--- config.mk ---
export PLATFORM = sky130hd
export DESIGN_NAME = mem_access
export DESIGN_NICKNAME = d
export VERILOG_FILES = /design/src/rtl/mem_access.sv
export SDC_FILE = /design/constraint.sdc
export NUM_CORES = 1
export LEC_CHECK = 0
export CORE_ASPECT_RATIO = 1.1
export CORE_MARGIN = 5
export CORE_UTILIZATION = 42
export CTS_CLUSTER_SIZE = 10
export DETAILED_ROUTE_END_ITERATION = 7
export PLACE_DENSITY_LB_ADDON = 0.08
export SLEW_MARGIN = 20
export SYNTH_ARGS = -nofsm -noshare
export SYNTH_HDL_FRONTEND = slang
export SYNTH_SLANG_ARGS = --single-unit
--- constraint.sdc ---
create_clock -name CLK -period 5.4 [get_ports CLK]
set_input_delay 0.54 -clock CLK [delete_from_list [all_inputs] [get_ports CLK]]
set_output_delay 0.54 -clock CLK [all_outputs]
set_load 0.05 [all_outputs]
--- src/rtl/mem_access.sv ---
// Memory stage: drives req/ack data-memory bus for loads/stores and stalls the core (>=3 cycles/access, 0 for non-memory ops).
// MISALIGN_TRAP_EN: misaligned half/word accesses raise AddrErr instead of reaching the bus.
module mem_access #(
  parameter int TIMEOUT = 16,
  parameter int CNT_W   = 8
) (
  input  logic        CLK,
  input  logic        RST,
  input  logic [31:0] Ins,
  input  logic [31:0] Result,
  input  logic [31:0] Rdata2,
  output logic        Stall,
  output logic [31:0] Wdata,
  output logic        BusErr,
  output logic        AddrErr,
  output logic        dmem_req,
  output logic        dmem_we,
  output logic [31:0] dmem_addr,
  output logic [31:0] dmem_wdata,
  output logic [3:0]  dmem_be,
  input  logic        dmem_ack,
  input  logic [31:0] dmem_rdata
);

  localparam logic [1:0] S_IDLE = 2'd0, S_REQ = 2'd1, S_DONE = 2'd2;
  localparam logic [5:0] OP_LB = 6'h20, OP_LH = 6'h21, OP_LW = 6'h23, OP_LBU = 6'h24,
                         OP_LHU = 6'h25, OP_SB = 6'h28, OP_SH = 6'h29, OP_SW = 6'h2B;
  localparam logic [CNT_W-1:0] CNT_LAST = CNT_W'(TIMEOUT - 1);

  logic [1:0]       state_q, state_d;
  logic             req_q, req_d, we_q, we_d, berr_q, berr_d, aerr_q, aerr_d;
  logic [31:0]      addr_q, addr_d, wdat_q, wdat_d, rdat_q, rdat_d;
  logic [3:0]       be_q, be_d;
  logic [CNT_W-1:0] cnt_q, cnt_d;
  logic [5:0]       op_q, op_d;
  logic [1:0]       off_q, off_d;

  logic [5:0]  opc;
  logic        is_load, is_store, is_half, is_word, mis, ld_q;
  logic [3:0]  be_n;
  logic [31:0] wdat_n, load_v;
  logic [7:0]  byte_v;
  logic [15:0] half_v;
  logic        unused_ins;

  assign opc        = Ins[31:26];
  assign unused_ins = ^Ins[25:0];

  always_comb begin
    is_load  = opc inside {OP_LB, OP_LH, OP_LW, OP_LBU, OP_LHU};
    is_store = opc inside {OP_SB, OP_SH, OP_SW};
    is_half  = opc inside {OP_LH, OP_LHU, OP_SH};
    is_word  = opc inside {OP_LW, OP_SW};
    be_n     = 4'b1000 >> Result[1:0];
    wdat_n   = '0;
    if (is_word)      be_n = 4'b1111;
    else if (is_half) be_n = Result[1] ? 4'b0011 : 4'b1100;
    // Store data is replicated across lanes; byte enables select the target lane.
    if (is_store) begin
      if (is_word)      wdat_n = Rdata2;
      else if (is_half) wdat_n = {2{Rdata2[15:0]}};
      else              wdat_n = {4{Rdata2[7:0]}};
    end
  end

`ifdef MISALIGN_TRAP_EN
  assign mis     = (is_half && Result[0]) || (is_word && (Result[1:0] != 2'b00));
  assign AddrErr = aerr_q;
`else
  assign mis     = 1'b0;
  assign AddrErr = 1'b0;
`endif

  always_comb begin
    state_d = state_q;
    req_d   = req_q;
    we_d    = we_q;
    addr_d  = addr_q;
    wdat_d  = wdat_q;
    be_d    = be_q;
    rdat_d  = rdat_q;
    cnt_d   = cnt_q;
    op_d    = op_q;
    off_d   = off_q;
    berr_d  = 1'b0;
    aerr_d  = 1'b0;
    case (state_q)
      S_IDLE: if (is_load || is_store) begin
        op_d  = opc;
        off_d = Result[1:0];
        if (mis) begin
          aerr_d  = 1'b1;
          state_d = S_DONE;
        end else begin
          addr_d  = {Result[31:2], 2'b00};
          be_d    = be_n;
          wdat_d  = wdat_n;
          we_d    = is_store;
          req_d   = 1'b1;
          cnt_d   = '0;
          state_d = S_REQ;
        end
      end
      S_REQ: begin
        if (dmem_ack) begin
          rdat_d  = dmem_rdata;
          req_d   = 1'b0;
          state_d = S_DONE;
        end else if (cnt_q == CNT_LAST) begin
          rdat_d  = '0;
          req_d   = 1'b0;
          berr_d  = 1'b1;
          state_d = S_DONE;
        end else begin
          cnt_d = cnt_q + CNT_W'(1);
        end
      end
      // DONE lasts one cycle and never re-samples Ins, so an access is issued once.
      default: state_d = S_IDLE;
    endcase
  end

  always_ff @(posedge CLK or posedge RST) begin
    if (RST) begin
      state_q <= S_IDLE;
      req_q   <= 1'b0;
      we_q    <= 1'b0;
      addr_q  <= '0;
      wdat_q  <= '0;
      be_q    <= '0;
      rdat_q  <= '0;
      cnt_q   <= '0;
      op_q    <= '0;
      off_q   <= '0;
      berr_q  <= 1'b0;
      aerr_q  <= 1'b0;
    end else begin
      state_q <= state_d;
      req_q   <= req_d;
      we_q    <= we_d;
      addr_q  <= addr_d;
      wdat_q  <= wdat_d;
      be_q    <= be_d;
      rdat_q  <= rdat_d;
      cnt_q   <= cnt_d;
      op_q    <= op_d;
      off_q   <= off_d;
      berr_q  <= berr_d;
      aerr_q  <= aerr_d;
    end
  end

  always_comb begin
    case (off_q)
      2'd0:    byte_v = rdat_q[31:24];
      2'd1:    byte_v = rdat_q[23:16];
      2'd2:    byte_v = rdat_q[15:8];
      default: byte_v = rdat_q[7:0];
    endcase
    half_v = off_q[1] ? rdat_q[15:0] : rdat_q[31:16];
    case (op_q)
      OP_LB:   load_v = {{24{byte_v[7]}}, byte_v};
      OP_LBU:  load_v = {24'b0, byte_v};
      OP_LH:   load_v = {{16{half_v[15]}}, half_v};
      OP_LHU:  load_v = {16'b0, half_v};
      default: load_v = rdat_q;
    endcase
  end

  assign ld_q       = op_q inside {OP_LB, OP_LH, OP_LW, OP_LBU, OP_LHU};
  assign Stall      = ((state_q == S_IDLE) && (is_load || is_store)) || (state_q == S_REQ);
  assign Wdata      = ((state_q == S_DONE) && ld_q) ? ((berr_q || aerr_q) ? 32'h0 : load_v) : Result;
  assign BusErr     = berr_q;
  assign dmem_req   = req_q;
  assign dmem_we    = we_q;
  assign dmem_addr  = addr_q;
  assign dmem_wdata = wdat_q;
  assign dmem_be    = be_q;

endmodule

---- Word level (Yosys, flattened, before mapping) ----
Cells that the tools add are included.
cells by class
  add/subtract/negate cells ............... 1
  equality and inequality tests ........... 22
  shift operators ......................... 1
  multiplexer cells ....................... 28
  reductions and logical operators ........ 18
operator list
  cell                                              count
  2-to-1 mux 32 bit                                 7
  case mux 32 bit (4 select lines)                  1
  == test 6 bit, second input constant              13
  2-to-1 mux 8 bit                                  3
  case mux 8 bit (3 select lines)                   1
  2-to-1 mux 16 bit                                 1
  case mux 8 bit (2 select lines)                   1
  2-to-1 mux 4 bit                                  3
  nonzero test 5 bit                                2
  adder 8 x 1 -> 8 bit, second input constant       1
  == test 8 x 4 -> 1 bit, second input constant     1
  2-to-1 mux 1 bit                                  6
  2-to-1 mux 2 bit                                  3
  inequality test 2 bit, second input constant      3
  AND reduction 2 bit                               3
  nonzero test 2 bit                                3
  nonzero test 3 bit                                2
  == test 2 x 1 -> 1 bit, second input constant     2
  == test 2 bit, second input constant              2
  zero test 2 bit                                   2
  case mux 2 bit (2 select lines)                   1
  AND reduction 4 bit                               1
  right shift 4 x 2 -> 4 bit, first input constant  1
  inequality test 3 bit, second input constant      1
  other kinds (4)                                   6
word-level totals
  register bits ........................... 119
  bits of input ports ..................... 131
  output and inout port bits .............. 105
  word-level logic and storage cells ...... 81

---- Longest topological paths before layout ----
  depth after elaboration ................. 5
  gate-level depth with buffers ........... 7

---- Worst setup path before layout ----
Ideal clock, no wire load.
  path kind ............................... register -> output
  from .................................... register op_q[3]
  to ...................................... output port Wdata[11]
  arrival ................................. 2.455 ns
  slack ................................... 2.405 ns
  cell stages (with the launch flop) ...... 6
  path buffers ............................ 1
  cell sequence ........................... dfrtp_1 nor3b_2 o211ai_1 nand2b_1 buf_2 o31ai_1
between the ends
  word-level cells in the longest chain between the ends .. 4
ends and longest elaborated chain
  what                                                                           line      source
  start: declaration                                                             35        logic [5:0] op_q, op_d;
  start signal: assignment                                                       146       op_q <= op_d;
  == test 6 bit (on tied branches)                                               161, 170
  case mux 32 bit (4 select lines) / nonzero test 5 bit (equally long branches)  161, 170
  2-to-1 mux 32 bit / logical AND 1 bit (equally long branches)                  172       assign Wdata = ((state_q == S_DONE) && ld_q) ? ((berr_q || aerr_q) ? 32'h0 : load_v) : Result;
  2-to-1 mux 32 bit *                                                            172
  end: declaration                                                               13        output logic [31:0] Wdata,
Mark *: on every way between the ends. The rest lies on a longest branch, timed or not.

---- Final worst setup path ----
  from .................................... register off_q[1]
  to ...................................... output port Wdata[17]
between the ends
  word-level cells in the longest chain between the ends .. 5
ends and longest elaborated chain
  what                                         line  source
  start: declaration                           36    logic [1:0] off_q, off_d;
  start signal: assignment                     134   off_q <= '0;
  start signal: assignment                     147   off_q <= off_d;
  == test 2 bit, or another cell as far along  154   case (off_q)
  case mux 8 bit (3 select lines)              154
  case mux 32 bit (4 select lines) *           161   case (op_q)
  2-to-1 mux 32 bit * (2 in a row)             172
Marked as above.

==> flow_metrics.py <==
metrics = {
    "worst_setup_path": {
        "worstSetupStartpointType": "flip-flop",
        "cp_num_buf_inv": 1,
        "endpoint": "Wdata[17]",
        "reg2reg_to": "cnt_q[0]",
        "crit_start": "off_q[1]",
        "cpPeakStageDelay_ns": 0.94,
        "r2r_setup_slack_ns": 3.26,
        "cp_cell_sequence": "mux2i_1, o41ai_2, o211ai_2, o21ai_0, clkdlybuf4s50_1",
        "slowest_stage": "dfrtp_1",
        "worstSetupPathType": "reg2out",
        "arrival_ns": 3.51,
        "cp.required_ns": 4.86,
        "worstSetupEndpointType": "primary output",
        "cp_num_cells": 5,
        "r2r_start": "state_q[0]",
        "cpLargestDelayFamily": "compound AO/OA/AOI/OAI gates",
        "crit_path_max_fanout": 19,
        "rr_worst_depth": 5,
    },
    "yosys": {
        "yosysSeqAreaShare_pct": 50.9,
        "syn-instance-count": 637,
        "synth_mux_area_share_pct": 6.86,
        "synth_seq_cells": 119,
        "synth-simple-area-share_pct": 18.6,
        "synth_async_sr_flop_share_pct": 100,
        "ys_types": 46,
        "yosysWarningCount": 0,
        "synth-xor-area-share_pct": 0.748,
        "ys.flop_type": "dfrtp_1",
        "syn_area_per_cell_um2": 9.19,
        "synth_fa_ha_area_share_pct": 0.214,
        "synth_edf_count": 0,
        "synth_top_family_by_area": "simple AND/OR/NAND/NOR gates",
        "synth_area_um2": 5850,
        "synth_compound_area_share_pct": 18.0,
    },
    "cells_and_area": {
        "nFillCells": 1236,
        "layout.nets": 960,
        "final_area_um2": 8640,
        "mostFrequentLayoutCells": "clkdlybuf4s50_1 (206), nand2_1 (171), dfrtp_1 (119)",
        "final_common_cell": "clkdlybuf4s50_1",
        "syn_to_final_growth_pct": 47.6,
        "final_util_pct": 62.9,
        "n_antenna_cell": 0,
        "drive_gt1_share_pct": 7.25,
    },
    "die": {
        "fp.dieW_um": 123,
        "dieArea_um2": 16400,
        "dieHeight_um": 134,
        "ios": 236,
        "core-area_um2": 13700,
        "start_util_pct": 42.6,
        "rows": 45,
    },
    "sta": {
        "hold_ws_ns": 0.471,
        "final_max_slew_viol_count": 0,
        "finalCritPeriodShare_pct": 74.9,
        "setup_violations": 0,
        "fmax_mhz": 247,
        "tightest_slew_ns": 0.934,
        "clock_skew_ns": 0.00766,
        "slew_headroom_pct": 37.7,
        "min_period_ns": 4.05,
        "rsz0062_at_grt": "false",
        "fin_setup_tns_ns": 0,
        "final_hold_viol_count": 0,
    },
    "grt": {
        "overflow": 0,
        "grt_util_all_layers_pct": 23.1,
        "antenna_found_initial": 0,
        "grt_first_pass_wirelength_um": 29600,
        "grt_max_degree": 79,
        "grt_pass1_vias": 5460,
    },
    "detailed_routing": {
        "drtIter0Drc": 493,
        "routed_wl_um": 18700,
        "routedWlPerCell_um": 18.2,
        "via_per_inst": 5.34,
        "via_count": 5495,
        "drcViolationCount": 0,
        "ant_nets": 0,
        "firstDrtPassIters": 5,
    },
    "clock_tree": {
        "h-tree-depth": 4,
        "clkTransAtPathRegs_ns": 0.05,
        "cts_setup_buffers": 0,
        "hold_buffers": 0,
        "cts_buffer_depth": 2,
        "clock-sinks": 119,
        "numCtsBuffers": 17,
        "clk_latency_ns": 0.41,
        "cts_tree": "yes",
        "cts_resized": 0,
        "root_buffer": "clkbuf_16",
    },
    "placement": {
        "hpwl_um": 13500,
        "io_buffers": 206,
        "gp_congestion": 0.848,
        "place_area_um2": 8040,
    },
    "power_and_ir_drop": {
        "p_per_area_nw_per_um2": 445,
        "pwr-share-seq_pct": 33.9,
        "vdd_drop_max_uv": 244,
        "p_sw_mw": 1.45,
        "p_leak_nw": 3.93,
        "p_clk_share_pct": 29.2,
        "intPower_mw": 2.39,
        "pwr-share-comb_pct": 36.8,
        "power.share.switching_pct": 37.8,
    },
    "status": {
        "outcome": "finished clean",
    },
    "flow_run": {
        "cap_violations": 0,
    },
    "hold_path": {
        "holdCritPathClass": "reg2reg",
    },
}
[synth_stat cells, drive strengths merged, types with 2 or more instances]
cell type	instances	area share, %
nand2	171	11
dfrtp	119	51
o21ai	81	6.9
nor2	45	2.9
a22o	32	4.8
clkbuf	28	1.8
mux2i	21	3.6
inv	18	1.2
buf	16	1.6
a21oi	12	1.0
a211oi	9	1.2
o31ai	9	1.2
a31oi	8	0.86
mux4	7	2.7
nand3	6	0.51
nor2b	6	0.64
and3	5	0.53
nor3b	4	0.60
a21o	3	0.38
mux2	3	0.58
nand2b	3	0.32
xor2	3	0.45
and2	2	0.21
and4	2	0.30
nand4	2	0.21
o2111a	2	0.38
o211ai	2	0.34
o21bai	2	0.26
or2	2	0.21
xnor2	2	0.30
[sequential cells by signal (all words and copies together), names as in the netlist]
name        count
dmem_addr      30
op_q            6
dmem_wdata     32
BusErr          1
rdat_q         32
dmem_req        1
dmem_we         1
off_q           2
state_q         2
dmem_be         4
cnt_q           8
[power by group through the flow]
| stage | logic, mW | clock network (mW) | registers [mW] |
|---|---|---|---|
| after detailed placement | 1.42 | 0 | 1.31 |
| after global routing | 1.50 | 1.19 | 1.33 |
| final | 1.41 | 1.12 | 1.30 |
| after global placement | 1.40 | 0 | 1.30 |
| after floorplan | 0.571 | 0 | 1.63 |
| after CTS | 1.42 | 1.14 | 1.30 |
[how the worst min path moves through the flow]
| stage | start | slack, ns | depth (start not counted) | to |
|---|---|---|---|---|
| floorplan | rdat_q[4] | 0.47 | 1 | rdat_q[4] |
| finish | dmem_addr[27] | 0.47 | 2 | dmem_addr[27] |
| detailed placement | dmem_addr[8] | 0.46 | 2 | dmem_addr[8] |
| global route | dmem_addr[24] | 0.49 | 2 | dmem_addr[24] |
| CTS | dmem_addr[27] | 0.48 | 2 | dmem_addr[27] |
| global placement | dmem_addr[27] | 0.46 | 2 | dmem_addr[27] |
[per-layer routing]
metal  part of all wire [%]  GRT usage (%)
met1                     40           29.2
met2                     49           37.2
met3                    8.1           6.87
met4                    2.6           8.90
met5                      0              0
[logic make-up after synthesis]
logic type / after synthesis
AOI/OAI and AO/OA: 164
and+or+nand+nor: 254
xor gates and xnor gates: 5
DFF: 119
other: 1
buffers and inverters: 62
muxes: 31
adders and majority gates: 1
[layout make-up]
class / count / area (um2) / area share (%)
Timing Repair Buffer: 214 / 2120 / 24.6
Multi-Input combinational cell: 458 / 2630 / 30.5
Inverter: 18 / 72.6 / 0.840
Sequential cell: 119 / 2980 / 34.5
Clock inverter: 8 / 93.8 / 1.09
Clock buffer: 24 / 502 / 5.81
Tap cell: 188 / 235 / 2.72
[worst reg2reg max path, delay by kind of cell (launching register included)]
kind	cells	cell delay, ns
buffers and inverters	1	0.50
AO/OA/AOI/OAI	2	0.63
flip-flops	1	0.43
AND/OR/NAND/NOR	2	0.45
[metrics by stage]
step           setup WS [ns]  power, mW  instances
2_1_floorplan           1.70       2.20        639
3_3_place_gp            1.78       2.70        997
3_5_place_dp            1.75       2.73        997
4_1_cts                 1.28       3.87       1029
5_1_grt                 1.05       4.02       1029
6_report                1.35       3.84       1029
No activity file was read; power rests on OpenSTA's default activity.
